**src/rtl/recirc_pkg.sv**
```systemverilog
// recirc_pkg: state encoding and shared constants for the recirculator link controller
package recirc_pkg;
  localparam logic [1:0] ST_IDLE = 2'd0;
  localparam logic [1:0] ST_SYNC = 2'd1;
  localparam logic [1:0] ST_ACTIVE = 2'd2;
  localparam logic [31:0] DEF_SYNC_WORD = 32'hBCBCBCBC;
  localparam int ERR_CNT_W = 8;
  typedef enum logic [1:0] {
    IDLE = ST_IDLE,
    SYNC = ST_SYNC,
    ACTIVE = ST_ACTIVE,
    UNUSED = 2'd3
  } state_t;
endpackage

```
**src/rtl/run_counter.sv**
```systemverilog
// run_counter: consecutive-event counter; hit flags the increment that reaches thr
module run_counter #(
  parameter int CNT_W = 4
) (
  input  logic             clk_2f,
  input  logic             reset,
  input  logic             inc,
  input  logic             clr,
  input  logic [CNT_W-1:0] thr,
  output logic             hit
);
  logic [CNT_W-1:0] cnt;
  assign hit = inc && (cnt + CNT_W'(1) == thr);
  // clearing on hit keeps the count from ever exceeding the threshold
  always_ff @(posedge clk_2f)
    cnt <= (!reset || clr || hit) ? '0 : inc ? cnt + CNT_W'(1) : cnt;
endmodule

```
**src/rtl/recirc_link_ctrl.sv**
```systemverilog
// recirc_link_ctrl: sync/loss sequencer driving the recirculator active qualifier
// RECIRC_ERR_CNT_EN enables the saturating link_lost event counter on err_cnt.
module recirc_link_ctrl
  import recirc_pkg::*;
#(
  parameter logic [31:0] SYNC_WORD = DEF_SYNC_WORD,
  parameter int          SYNC_CNT  = 4,
  parameter int          LOSS_CNT  = 3,
  parameter int          CNT_W     = 4
) (
  input  logic                 clk_2f,
  input  logic                 reset,
  input  logic                 cfg_enable,
  input  logic                 valid,
  input  logic [31:0]          data_in,
  output logic                 active,
  output logic [1:0]           state,
  output logic                 link_lost,
  output logic [ERR_CNT_W-1:0] err_cnt
);
  state_t st, st_n;
  logic sync_inc, loss_inc, sync_hit, loss_hit, lost_n;
  assign sync_inc = st == SYNC && cfg_enable && valid && data_in == SYNC_WORD;
  assign loss_inc = st == ACTIVE && cfg_enable && !valid;
  run_counter #(.CNT_W(CNT_W)) u_sync_run (
    .clk_2f(clk_2f), .reset(reset), .inc(sync_inc), .clr(!sync_inc),
    .thr(CNT_W'(SYNC_CNT)), .hit(sync_hit)
  );
  run_counter #(.CNT_W(CNT_W)) u_loss_run (
    .clk_2f(clk_2f), .reset(reset), .inc(loss_inc), .clr(!loss_inc),
    .thr(CNT_W'(LOSS_CNT)), .hit(loss_hit)
  );
  // disable outranks both completions; the counters see inc=0 in that case too
  always_comb begin
    st_n = st;
    lost_n = 1'b0;
    case (st)
      IDLE:    st_n = cfg_enable ? SYNC : IDLE;
      SYNC:    st_n = !cfg_enable ? IDLE : sync_hit ? ACTIVE : SYNC;
      ACTIVE: begin
        st_n = !cfg_enable ? IDLE : loss_hit ? SYNC : ACTIVE;
        lost_n = cfg_enable && loss_hit;
      end
      default: st_n = IDLE;
    endcase
  end
  always_ff @(posedge clk_2f) begin
    st <= !reset ? IDLE : st_n;
    active <= reset && st_n == ACTIVE;
    link_lost <= reset && lost_n;
  end
  assign state = st;
`ifdef RECIRC_ERR_CNT_EN
  always_ff @(posedge clk_2f)
    err_cnt <= !reset ? '0 : (lost_n && err_cnt != '1) ? err_cnt + 1'b1 : err_cnt;
`else
  assign err_cnt = '0;
`endif
endmodule

```
**config.mk**
```make
export PLATFORM = sky130hd
export DESIGN_NAME = recirc_link_ctrl
export DESIGN_NICKNAME = d
export VERILOG_FILES = /design/src/rtl/recirc_pkg.sv /design/src/rtl/run_counter.sv /design/src/rtl/recirc_link_ctrl.sv
export SDC_FILE = /design/constraint.sdc
export NUM_CORES = 1
export LEC_CHECK = 0
export CELL_PAD_IN_SITES_DETAIL_PLACEMENT = 0
export CELL_PAD_IN_SITES_GLOBAL_PLACEMENT = 1
export CORE_ASPECT_RATIO = 0.5
export CORE_UTILIZATION = 24
export CTS_CLUSTER_DIAMETER = 150
export DETAILED_ROUTE_END_ITERATION = 8
export HOLD_SLACK_MARGIN = 0.06
export PLACE_DENSITY = 0.87
export RECOVER_POWER = 25
export REMOVE_ABC_BUFFERS = 1
export SLEW_MARGIN = 5
export SYNTH_ARGS = -nofsm -noshare
export SYNTH_HDL_FRONTEND = slang
export SYNTH_SLANG_ARGS = --single-unit
```
**constraint.sdc**
```tcl
create_clock -name clk_2f -period 1.97 [get_ports clk_2f]
set_input_delay 0.2955 -clock clk_2f [delete_from_list [all_inputs] [get_ports clk_2f]]
set_output_delay 0.2955 -clock clk_2f [all_outputs]
set_load 0.05 [all_outputs]
```
# ---- Yosys cells after proc, flatten, opt, wreduce, memory -nomap -nowiden
# Index checks and enable logic that the tools add are counted.
dict set report totals {
  ff_bits 12
  inputBits 36
  out_inout_bits 12
  elab_cells 39
}
dict set report classes {
  addsub 2
  n_eq_ne 6
  mux 7
  n_reduce_logical 19
}
# operator n
set op_table {}
lappend op_table {{equality test 32 bit, second input constant} 1}
lappend op_table {{logical AND 1 bit} 10}
lappend op_table {{adder 4 x 1 -> 4 bit, second input constant} 2}
lappend op_table {{two-way mux 2 bit} 4}
lappend op_table {{case mux 2 bit (3 select lines)} 1}
lappend op_table {{equality test 2 bit, second input constant} 2}
lappend op_table {{equality test 4 x 2 -> 1 bit, second input constant} 1}
lappend op_table {{equality test 4 x 3 -> 1 bit, second input constant} 1}
lappend op_table {{logical NOT 1 bit} 4}
lappend op_table {{logical OR 1 bit} 4}
lappend op_table {{equality test 2 x 1 -> 1 bit, second input constant} 1}
lappend op_table {{logical NOT 2 bit} 1}
lappend op_table {{two-way mux 1 bit} 2}

# ---- Logic depth before layout (Yosys ltp)
# Gate-level depths: netlist (run 1).
dict set report depth {
  depth_word 10
  mapped_depth 6
  ltp_nobuf 5
}

# ---- Cells and area by module
# A second synthesis (run 1) with hierarchy kept.
dict set report hier_totals {
  cells_unflattened 91
  hier_area_um2 858.3
}
# module n_inst cells_each area_per_inst_um2 seq_area_each_um2
set by_module_without_submodules {}
lappend by_module_without_submodules {run_counter 2 24 256.5 80.1}
lappend by_module_without_submodules {recirc_link_ctrl 1 43 345.3 80.1}

# ---- Least setup slack after synthesis (run 1)
# OpenSTA, ideal clock, no wires.
dict set report synth_path {
  path_kind {reg2reg}
  startpoint {register st[0] (netlist: state[0])}
  endpoint {register u_sync_run.cnt[1]}
  setup_ns 0.073
  arrival_time_ns 1.986
  required_time_ns 1.897
  setup_slack_ns -0.088
  stages_incl_launch_ff 5
  path_buffers 0
  synth_period_minus_slack_ns 2.058
  path_cell_list {dfxtp_1 -> nand4b_1 -> or4_4 -> or4_4 -> nor3b_2}
}
dict set report synth_via {
  elab_chain_len 7
  word_cells_on_any_way 8
  cone_classes {1 x eq/ne; 7 x reduce/logical}
}
# element line_no
set synth_rtl {}
lappend synth_rtl {{from (decl)} recirc_link_ctrl.sv:21} ;# state_t st, st_n;
lappend synth_rtl {{from (signal assigned)} recirc_link_ctrl.sv:48} ;# st <= !reset ? IDLE : st_n;
lappend synth_rtl {{equality test 2 x 1 -> 1 bit (*)} recirc_link_ctrl.sv:23} ;# assign sync_inc = st == SYNC && cfg_enable && valid && data_in == SYNC_WORD;
lappend synth_rtl {{logical AND 1 bit (*) (3 in a row)} recirc_link_ctrl.sv:23}
lappend synth_rtl {{logical NOT 1 bit} recirc_link_ctrl.sv:26} ;# .clk_2f(clk_2f), .reset(reset), .inc(sync_inc), .clr(!sync_inc),
lappend synth_rtl {{logical OR 1 bit (2 in a row)} run_counter.sv:16} ;# cnt <= (!reset || clr || hit) ? '0 : inc ? cnt + CNT_W'(1) : cnt;
lappend synth_rtl {{to (signal assigned)} run_counter.sv:16}
lappend synth_rtl {{to (decl)} run_counter.sv:12} ;# logic [CNT_W-1:0] cnt;
# Every way passes the cells marked *; elsewhere a longest branch is shown, timed or not.
# A chain may end at the register's enable or synchronous reset.

# ---- Worst setup path in the final report (run 1)
dict set report layout_path {
  startpoint {register st[1] (netlist: state[1])}
  endpoint {register u_sync_run.cnt[1]}
}
# The elaborated chain is that of the path after synthesis.

==> results of run 1 <==
[worst max-delay path: cells and delay by family (launching register included)]
| family | cells | cell delay, ps |
|---|---|---|
| and+or+nand+nor | 4 | 1420 |
| DFF | 1 | 340 |
[metal layers]
layer,global-route usage,up-vias,share of wire
li1,-,362,-
met1,0.119,318,0.44
met2,0.235,23,0.51
met3,0.0200,2,0.043
met4,0.0273,0,0.0067
met5,0,-,0
[cell usage after synthesis (all sizes together)]
cell and instances:
a211o 2, or4 2, o21ai 1, nor2 7, and4b 2, dfxtp 12
and3b 1, nor3b 1, ha 4, nand3 4, a221oi 1, xnor2 1
xor2 2, buf 8, nor2b 2, nor3 5, o31ai 1, nand3b 1
nand2 3, nor4bb 1, a21oi 1, nor4b 1, inv 3, nand4 1
conb 1, or3 1, a21boi 1, a32o 2, nand4b 5, clkbuf 1
and3 1
[cell type report]
class                           count  area [µm²]  share of cell area
Clock buffer                        4        55.1              0.0467
Inverter                            3        11.3             0.00954
Multi-Input combinational cell     62         435               0.369
Sequential cell                    12         240               0.204
Tap cell                           37        46.3              0.0392
Timing Repair Buffer               41         392               0.332
[state kept, by name (all words and copies together), names as in the netlist]
signal          count
link_lost           1
u_loss_run.cnt      4
active              1
u_sync_run.cnt      4
state               2
[cells in the final DEF, fill, tap and decap left out, types with 2 or more instances in the layout]
cell	instances
a32o_1	2
clkbuf_8	4
and4b_1	2
nand3_1	4
xor2_1	2
inv_1	3
conb_1	8
nor3_2	2
nor2b_1	2
clkdlybuf4s50_1	24
dlygate4sd2_1	13
nor2_1	7
nand2_1	3
or4_4	2
nand4b_1	5
buf_4	2
dfxtp_1	12
ha_1	4
a211o_1	2
nor3_1	3
[stage by stage]
stage | setup TNS (ps) | instance area [µm²] | cells | setup slack, ps | hold slack [ps]
global placement | -1410 | 1130 | 155 | -280 | 465
CTS | 0 | 1180 | 159 | 4.70 | 504
finish | 0 | 1180 | 159 | 146 | 498
detailed placement | -1470 | 1130 | 155 | -312 | 483
floorplan | -273 | 682 | 77 | -88.1 | 373
global route | 0 | 1180 | 159 | 79.3 | 533
[what timing repair did]
item,in CTS,in global routing
endpoints found under the hold margin,0,0
hold buffers,0,0
setup endpoints to repair,3,2
gates resized for setup,14,1
pin swaps,7,3
[cell families after synthesis]
| group | after synthesis | share of synthesized area |
|---|---|---|
| adders and majority gates | 4 | 0.0696 |
| xor gates and xnor gates | 3 | 0.0365 |
| buffers and inverters | 12 | 0.104 |
| AOI/OAI and AO/OA | 9 | 0.0991 |
| and+or+nand+nor | 38 | 0.351 |
| other | 1 | 0.00521 |
| DFF | 12 | 0.334 |
[final timing paths]
check | from | end | slack, ps
min reg2reg | u_loss_run.cnt[0]$_SDFFE_PP0P_ | u_loss_run.cnt[0]$_SDFFE_PP0P_ | 500
min | u_loss_run.cnt[0]$_SDFFE_PP0P_ | u_loss_run.cnt[0]$_SDFFE_PP0P_ | 500
max | state[1]$_SDFF_PN0_ | u_sync_run.cnt[1]$_SDFFE_PP0P_ | 150
max reg2reg | state[1]$_SDFF_PN0_ | u_sync_run.cnt[1]$_SDFFE_PP0P_ | 150
[power by group]
part           internal [mW]  leakage (nW)  total (mW)  switching [mW]
Combinational         0.0601         0.374       0.112          0.0518
Sequential             0.244        0.0969       0.245         0.00138
Clock                  0.177        0.0288       0.270          0.0933
==> flow_summary.json, run 1 <==
{
  "fmax_mhz": 548,
  "slew_headroom": 0.668,
  "grt_pass1_wl_um": 2680,
  "num_io_pins": 48,
  "htreeDepth": 1,
  "synth_area_leaders": "dfxtp_1 (33%), buf_4 (8.3%), ha_1 (7.0%)",
  "first_iter_violations": 15,
  "netlist_instances": 79,
  "fp-row-count": 13,
  "cp.required_ps": 2140,
  "cts_root_buffer": "clkbuf_8",
  "cts_max_path_buffers": 2,
  "die_h_um": 40.7,
  "routed_wl_um": 1650,
  "slew_violations": 0,
  "antenna_found_initial": 0,
  "wl_per_cell_um": 10.3,
  "grt_max_degree": 8,
  "ys_ff_latch": 12,
  "ant_nets": 0,
  "clk_pin_slew_ps": 60,
  "clk_latency_ps": 240,
  "via_per_inst": 4.43,
  "crit_path_top_delay_cell": "or4_4",
  "synth_top_cell_by_area": "dfxtp_1",
  "cts_setup_buffers": 0,
  "power_density_nw_per_um2": 532,
  "start_kind": "flip-flop",
  "num_antenna_cells": 0,
  "final_util": 0.434,
  "firstDrtPassIters": 4,
  "clock_skew_ps": 5.18,
  "crit_arrival_ps": 1990,
  "min_path_type": "flip-flop to flip-flop",
  "p_total_mw": 0.627,
  "grt_pass1_vias": 677,
  "die_area_um2": 3230,
  "path_cells": "nand4b_1, or4_4, or4_4, nor3b_2",
  "synthesis.area_um2": 719,
  "hold_depth": 1,
  "fp.dieW_um": 79.4,
  "cpMostUsedCell": "or4_4",
  "track_usage": 0.110,
  "slowest_delay_ps": 580,
  "tightest_slew_ps": 497,
  "area_growth_pct": 64.0,
  "worstSetupEndpointType": "flip-flop",
  "p_leak_nw": 0.499,
  "coreArea_um2": 2720,
  "ys_seq_area_frac": 0.334,
  "drv_cap": 0,
  "gp_congestion": 0.752,
  "cts_tree": "yes",
  "yosysUniqueCellTypes": 32,
  "synth_warnings": 0,
  "cts_sinks": 12,
  "nets": 163,
  "cts_buffers": 3,
  "drive_above_1_share": 0.0902,
  "critPathMaxFanout": 5,
  "hold_viol_final": 0,
  "setup_viol": 0,
  "synth_top_area_frac": 0.334,
  "syn_avg_cell_area_um2": 9.11,
  "initial_core_util": 0.265,
  "period_share": 0.926,
  "vias": 705,
  "io_buffers": 39,
  "fillers": 260,
  "detailed_place_hpwl_um": 1410,
  "vdd_drop_max_uv": 208,
  "status": "finished clean",
  "grt_overflow": 0,
  "fin_crit_ps": 1820,
  "rsz0062_at_grt": "no",
  "drcViolationCount": 0,
  "path_class": "flip-flop to flip-flop",
  "r2r_cells": 4
}
Note: power is estimated with default switching activity, not from simulation.
==> run 2: changes to the inputs <==
==> constraint.sdc (replaced) <==
create_clock -name clk_2f -period 2 [get_ports clk_2f]
set_input_delay 0.3 -clock clk_2f [delete_from_list [all_inputs] [get_ports clk_2f]]
set_output_delay 0.3 -clock clk_2f [all_outputs]
set_load 0.05 [all_outputs]
==> run 2 against run 1 <==
Cell area is 3.5% higher. Sequential share of layout area is 0.69 points lower. Core utilization is 1.5 points higher. Flip-flop and latch count stayed put. Combinational power hardly changed. First-iteration DRC count is 73% higher. Die area stayed put. Register-to-register slack hardly changed. Critical endpoint unchanged.
==> flow_summary.json, run 2 (synthesis gave the netlist of run 1 again) <==
{
  "status": "finished clean",
  "ff2ff_setup_slack_ps": 160,
  "start_kind": "flip-flop",
  "crit_arrival_ps": 2020,
  "cts_tree": "yes",
  "period_share": 0.922,
  "path_class": "flip-flop to flip-flop",
  "slew_headroom": 0.665,
  "placedCellCount": 154,
  "fp.dieW_um": 79.4,
  "fmax_mhz": 543,
  "die_area_um2": 3230,
  "setup_viol": 0,
  "fin_crit_ps": 1840,
  "drv_cap": 0,
  "slew_violations": 0,
  "num_io_pins": 48,
  "area_growth_pct": 69.7,
  "cts_hold_buf": 0,
  "cts_sinks": 12,
  "hold_viol_final": 0,
  "power_density_nw_per_um2": 510,
  "gp_congestion": 0.752,
  "tightest_slew_ps": 500,
  "detailed_place_hpwl_um": 1430,
  "vias": 702,
  "design_area_um2": 1220,
  "clock_skew_ps": 0.520,
  "placed_cell_area_um2": 1130,
  "cts_max_path_buffers": 2,
  "grt_pass1_vias": 695,
  "first_iter_violations": 26,
  "drcViolationCount": 0,
  "ant_nets": 0,
  "die_h_um": 40.7,
  "firstDrtPassIters": 4,
  "layout_commonest_cell": "clkdlybuf4s50_1",
  "p_leak_nw": 0.596,
  "cts_buffers": 3,
  "drive_above_1_share": 0.0826,
  "grt_pass1_wl_um": 2880,
  "critPathMaxFanout": 5,
  "routed_wl_um": 1750,
  "wl_per_cell_um": 11.1,
  "final_cell_mix": "clkdlybuf4s50_1 (24), dlymetal6s2s_1 (14), dfxtp_1 (12)",
  "finalNonFillerCells": 158,
  "via_per_inst": 4.44,
  "final_util": 0.450,
  "antenna_found_initial": 0,
  "setup_tns_ps": 0,
  "rsz0062_at_grt": "no",
  "grt_overflow": 0,
  "hold_slack_ps": 386,
  "track_usage": 0.122,
  "initial_core_util": 0.265,
  "cts_root_buffer": "clkbuf_8",
  "clk_pin_slew_ps": 50,
  "cp.required_ps": 2170,
  "grt_max_degree": 8,
  "io_buffers": 39,
  "worstSetupEndpointType": "flip-flop",
  "num_antenna_cells": 0,
  "fp-row-count": 13,
  "htreeDepth": 1,
  "vdd_drop_max_uv": 180,
  "min_path_type": "input port to flip-flop",
  "coreArea_um2": 2720,
  "clk_latency_ps": 240,
  "nets": 162
}
[run 2: changes by cell type in the layout (fill, tap and decap cells not counted), sizes merged]
| cell | before | now |
|---|---|---|
| buf | 2 | 1 |
| dlygate4sd2 | 13 | 0 |
| dlymetal6s2s | 1 | 14 |
[run 2: area by class of cell]
| type | count | area (µm²) |
|---|---|---|
| Timing Repair Buffer | 40 | 433 |
| Fill cell | 258 | 1500 |
| Tap cell | 37 | 46.3 |
| Inverter | 3 | 11.3 |
| Sequential cell | 12 | 240 |
| Multi-Input combinational cell | 62 | 435 |
| Clock buffer | 4 | 55.1 |
[run 2: stage by stage]
stage	total power, mW	worst slack, ps
detailed placement	0.365	-274
floorplan	0.292	-58.1
global placement	0.364	-255
global route	0.656	85.4
CTS	0.637	3.76
finish	0.623	157
[run 2: worst max-delay path: stages, from the launching register on]
cell and delay, ps:
dfxtp_1 420, nand4b_1 150, or4_4 450, or4_4 570, nor3b_2 180
[run 2: where the power goes]
part / switching, mW / internal, mW / total [mW]
Sequential: 0.00164 / 0.240 / 0.242
Clock: 0.0932 / 0.174 / 0.267
Combinational: 0.0514 / 0.0626 / 0.114
Total: 0.146 / 0.477 / 0.623
[run 2: what timing repair did]
item | in CTS | in global routing
pin swaps | 3 | 7
resized for setup | 1 | 14
buffers inserted | 0 | 0
endpoints found under the setup margin | 3 | 4
[run 2: path summary, 6_finish.rpt]
| kind | start | endpoint | depth (start not counted) |
|---|---|---|---|
| max | state[0]$_SDFF_PN0_ | u_sync_run.cnt[1]$_SDFFE_PP0P_ | 4 |
| min | cfg_enable | state[0]$_SDFF_PN0_ | 3 |
| max reg2reg | state[0]$_SDFF_PN0_ | u_sync_run.cnt[1]$_SDFFE_PP0P_ | 4 |
| min reg2reg | u_loss_run.cnt[0]$_SDFFE_PP0P_ | u_loss_run.cnt[0]$_SDFFE_PP0P_ | 1 |
[run 2: per-layer routing]
layer / vias up / track usage / share of wire
li1: 361 / - / -
met1: 317 / 0.136 / 0.43
met2: 22 / 0.246 / 0.52
met5: - / 0 / 0
met3: 2 / 0.0333 / 0.041
met4: 0 / 0.0273 / 0.0091
==> run 3: changes to the inputs <==
--- a/config.mk
+++ b/config.mk
@@ -8,14 +8,15 @@
 export CELL_PAD_IN_SITES_DETAIL_PLACEMENT = 0
 export CELL_PAD_IN_SITES_GLOBAL_PLACEMENT = 1
 export CORE_ASPECT_RATIO = 0.5
-export CORE_UTILIZATION = 24
+export CORE_UTILIZATION = 27
 export CTS_CLUSTER_DIAMETER = 150
 export DETAILED_ROUTE_END_ITERATION = 8
 export HOLD_SLACK_MARGIN = 0.06
-export PLACE_DENSITY = 0.87
+export PLACE_DENSITY = 0.88
 export RECOVER_POWER = 25
 export REMOVE_ABC_BUFFERS = 1
 export SLEW_MARGIN = 5
 export SYNTH_ARGS = -nofsm -noshare
 export SYNTH_HDL_FRONTEND = slang
+export SYNTH_HIERARCHICAL = 1
 export SYNTH_SLANG_ARGS = --single-unit
==> run 3 against run 2 <==
Clock power fell by 20%. Non-clock buffer count increased by 11. Die area increased by 5.8%. Fmax fell by 3.3%. Worst setup slack got worse by 62 ps. Flip-flop and latch count unchanged. Core utilization up 2.8 points. Critical path type unchanged. Critical endpoint is now state[1]$_SDFF_PN0_. Cell area up 18%. First-iteration DRC count is 81% lower. Synthesized cell count grew 15%.
==> flow_summary.json, run 3 <==
{
  "yosys.area_share.adder": 0.0292,
  "fin_crit_ps": 1910,
  "track_usage": 0.128,
  "slew_headroom": 0.663,
  "synth-main-ff-cell": "dfxtp_1",
  "met1_usage": 0.160,
  "drv_cap": 0,
  "die_area_um2": 3420,
  "path_cells": "or4b_4, nor4_4, and4_1, and4_4, and2_4, and3b_1, a21oi_2, nor2_1",
  "final_cell_mix": "clkdlybuf4s50_1 (33), conb_1 (16), buf_4 (12)",
  "crit_buf_inv": 0,
  "setup_viol": 0,
  "fp-row-count": 14,
  "htreeDepth": 1,
  "synth_area_leaders": "dfxtp_1 (28%), xnor2_1 (8.2%), a211oi_1 (7.0%)",
  "vdd_drop_max_uv": 241,
  "min_path_type": "input port to flip-flop",
  "grt_use_met3": 0.0484,
  "coreArea_um2": 3010,
  "firstDrtPassIters": 2,
  "crit_path_top_delay_cell": "or4b_4",
  "drive_above_1_share": 0.152,
  "crit_family": "simple AND/OR/NAND/NOR gates",
  "start_kind": "flip-flop",
  "synth-simple-area-share": 0.297,
  "synth_top_cell_by_area": "dfxtp_1",
  "status": "finished clean",
  "routed_wl_um": 1860,
  "synth_compound_area_frac": 0.0875,
  "cts_max_path_buffers": 2,
  "syn_avg_cell_area_um2": 9.43,
  "use_met2": 0.198,
  "fp.dieW_um": 81.7,
  "antenna_found_initial": 0,
  "cts_sinks": 12,
  "synthesis.area_um2": 858,
  "yosys.area_share.xor_xnor": 0.195,
  "cp.required_ps": 2170,
  "muxShareOfSynthArea": 0.0233,
  "power_density_nw_per_um2": 414,
  "clk_pin_slew_ps": 50,
  "detailed_place_hpwl_um": 1570,
  "ant_nets": 0,
  "tightest_slew_ps": 504,
  "drcViolationCount": 0,
  "layout_commonest_cell": "clkdlybuf4s50_1",
  "async_flop_share": 0,
  "cts_buffers": 3,
  "io_buffers": 39,
  "slew_violations": 0,
  "ys_seq_area_frac": 0.280,
  "p_leak_nw": 0.614,
  "cts_root_buffer": "clkbuf_8",
  "wl_per_cell_um": 9.76,
  "netlist_instances": 91,
  "hold_slack_ps": 515,
  "nets": 191,
  "synth_warnings": 6,
  "area_growth_pct": 67.8,
  "synth.most_common_cell": "dfxtp_1",
  "critPathMaxFanout": 2,
  "hold_viol_final": 0,
  "grt_pass1_wl_um": 3310,
  "crit_arrival_ps": 2080,
  "synth_top_family_by_area": "simple AND/OR/NAND/NOR gates",
  "initial_core_util": 0.285,
  "vias": 832,
  "first_iter_violations": 5,
  "synth_edf_count": 0,
  "grt_max_degree": 7,
  "slowest_delay_ps": 520,
  "grt_pass1_vias": 805,
  "synth_top_cells_by_count": "dfxtp_1 (12), a211oi_1 (8), buf_4 (8), xnor2_1 (8)",
  "gp_congestion": 0.766,
  "num_antenna_cells": 0,
  "final_util": 0.478,
  "top_usage_layer": "met2",
  "num_io_pins": 48,
  "ys_ff_latch": 12,
  "clock_skew_ps": 0.389,
  "yosysUniqueCellTypes": 28,
  "cts_tree": "yes",
  "synth_top_area_frac": 0.280,
  "path_class": "flip-flop to flip-flop",
  "period_share": 0.953,
  "die_h_um": 41.9,
  "rsz0062_at_grt": "yes",
  "grt_overflow": 0,
  "worstSetupEndpointType": "flip-flop",
  "clk_latency_ps": 230,
  "via_per_inst": 4.36,
  "fmax_mhz": 525
}
==> run 3: per-stage QoR <==
step           instances  power [mW]  setup WS [ps]  instance area (µm²)  setup TNS [ps]
3_3_place_gp         186       0.388           -308                 1370           -1690
5_1_grt              191       0.630          -19.2                 1440           -43.3
3_5_place_dp         186       0.389           -351                 1370           -1920
6_report             191       0.597           94.5                 1440               0
2_1_floorplan         97       0.308           -283                  851            -866
4_1_cts              191       0.607          -76.2                 1440            -185
==> run 3: area by class of cell <==
class                      instances  area, µm²
fill                             297       1570
clock buffer                       3       41.3
tap                               40       50.0
timing repair buffer              51        484
sequential                        12        241
inverter                           2       7.51
multi-input combinational         83        616
==> run 3: kinds of logic (layout without fill, tap and decap cells) <==
group           count (synthesis)  count (layout)
simple gates                   36              36
xor+xnor                       16              16
flops                          12              12
compound gates                 11              11
buf+inv                        10              56
fa+ha+maj                       2               2
other cells                     2              16
mux                             2               2
==> run 3: power breakdown <==
part / leakage (nW) / total (mW) / internal (mW) / switching (mW)
Clock: 0.0216 / 0.214 / 0.132 / 0.0817
Combinational: 0.495 / 0.142 / 0.0775 / 0.0644
Sequential: 0.0974 / 0.241 / 0.241 / 0.000542
Total: 0.614 / 0.597 / 0.450 / 0.147
==> run 3: path summary, 6_finish.rpt <==
kind                                   from                              to  slack, ps  cells after the start
max                     state[1]$_SDFF_PN0_             state[1]$_SDFF_PN0_         90                      8
min                              cfg_enable               link_lost$_DFF_P_        510                      4
max reg2reg             state[1]$_SDFF_PN0_             state[1]$_SDFF_PN0_         90                      8
min reg2reg  u_sync_run/cnt[3]$_SDFFE_PP0P_  u_sync_run/cnt[3]$_SDFFE_PP0P_        570                      2
==> run 3: worst register-to-register path: stages (launching register included) <==
cell,delay (ps)
dfxtp_2,320
or4b_4,520
nor4_4,150
and4_1,230
and4_4,210
and2_4,130
and3b_1,170
a21oi_2,40
nor2_1,70
==> run 3: metal layers <==
layer / wire [µm] / share of wire
met4: 21 / 0.011
met2: 824 / 0.44
met1: 892 / 0.48
met5: 0 / 0
met3: 125 / 0.067
==> run 3: timing repair <==
action	4_1_cts	5_1_grt
buffers inserted	2	0
pin swaps	5	5
gates cloned	0	0
setup endpoints to repair	5	7
resized for setup	7	4
hold buffers	0	0
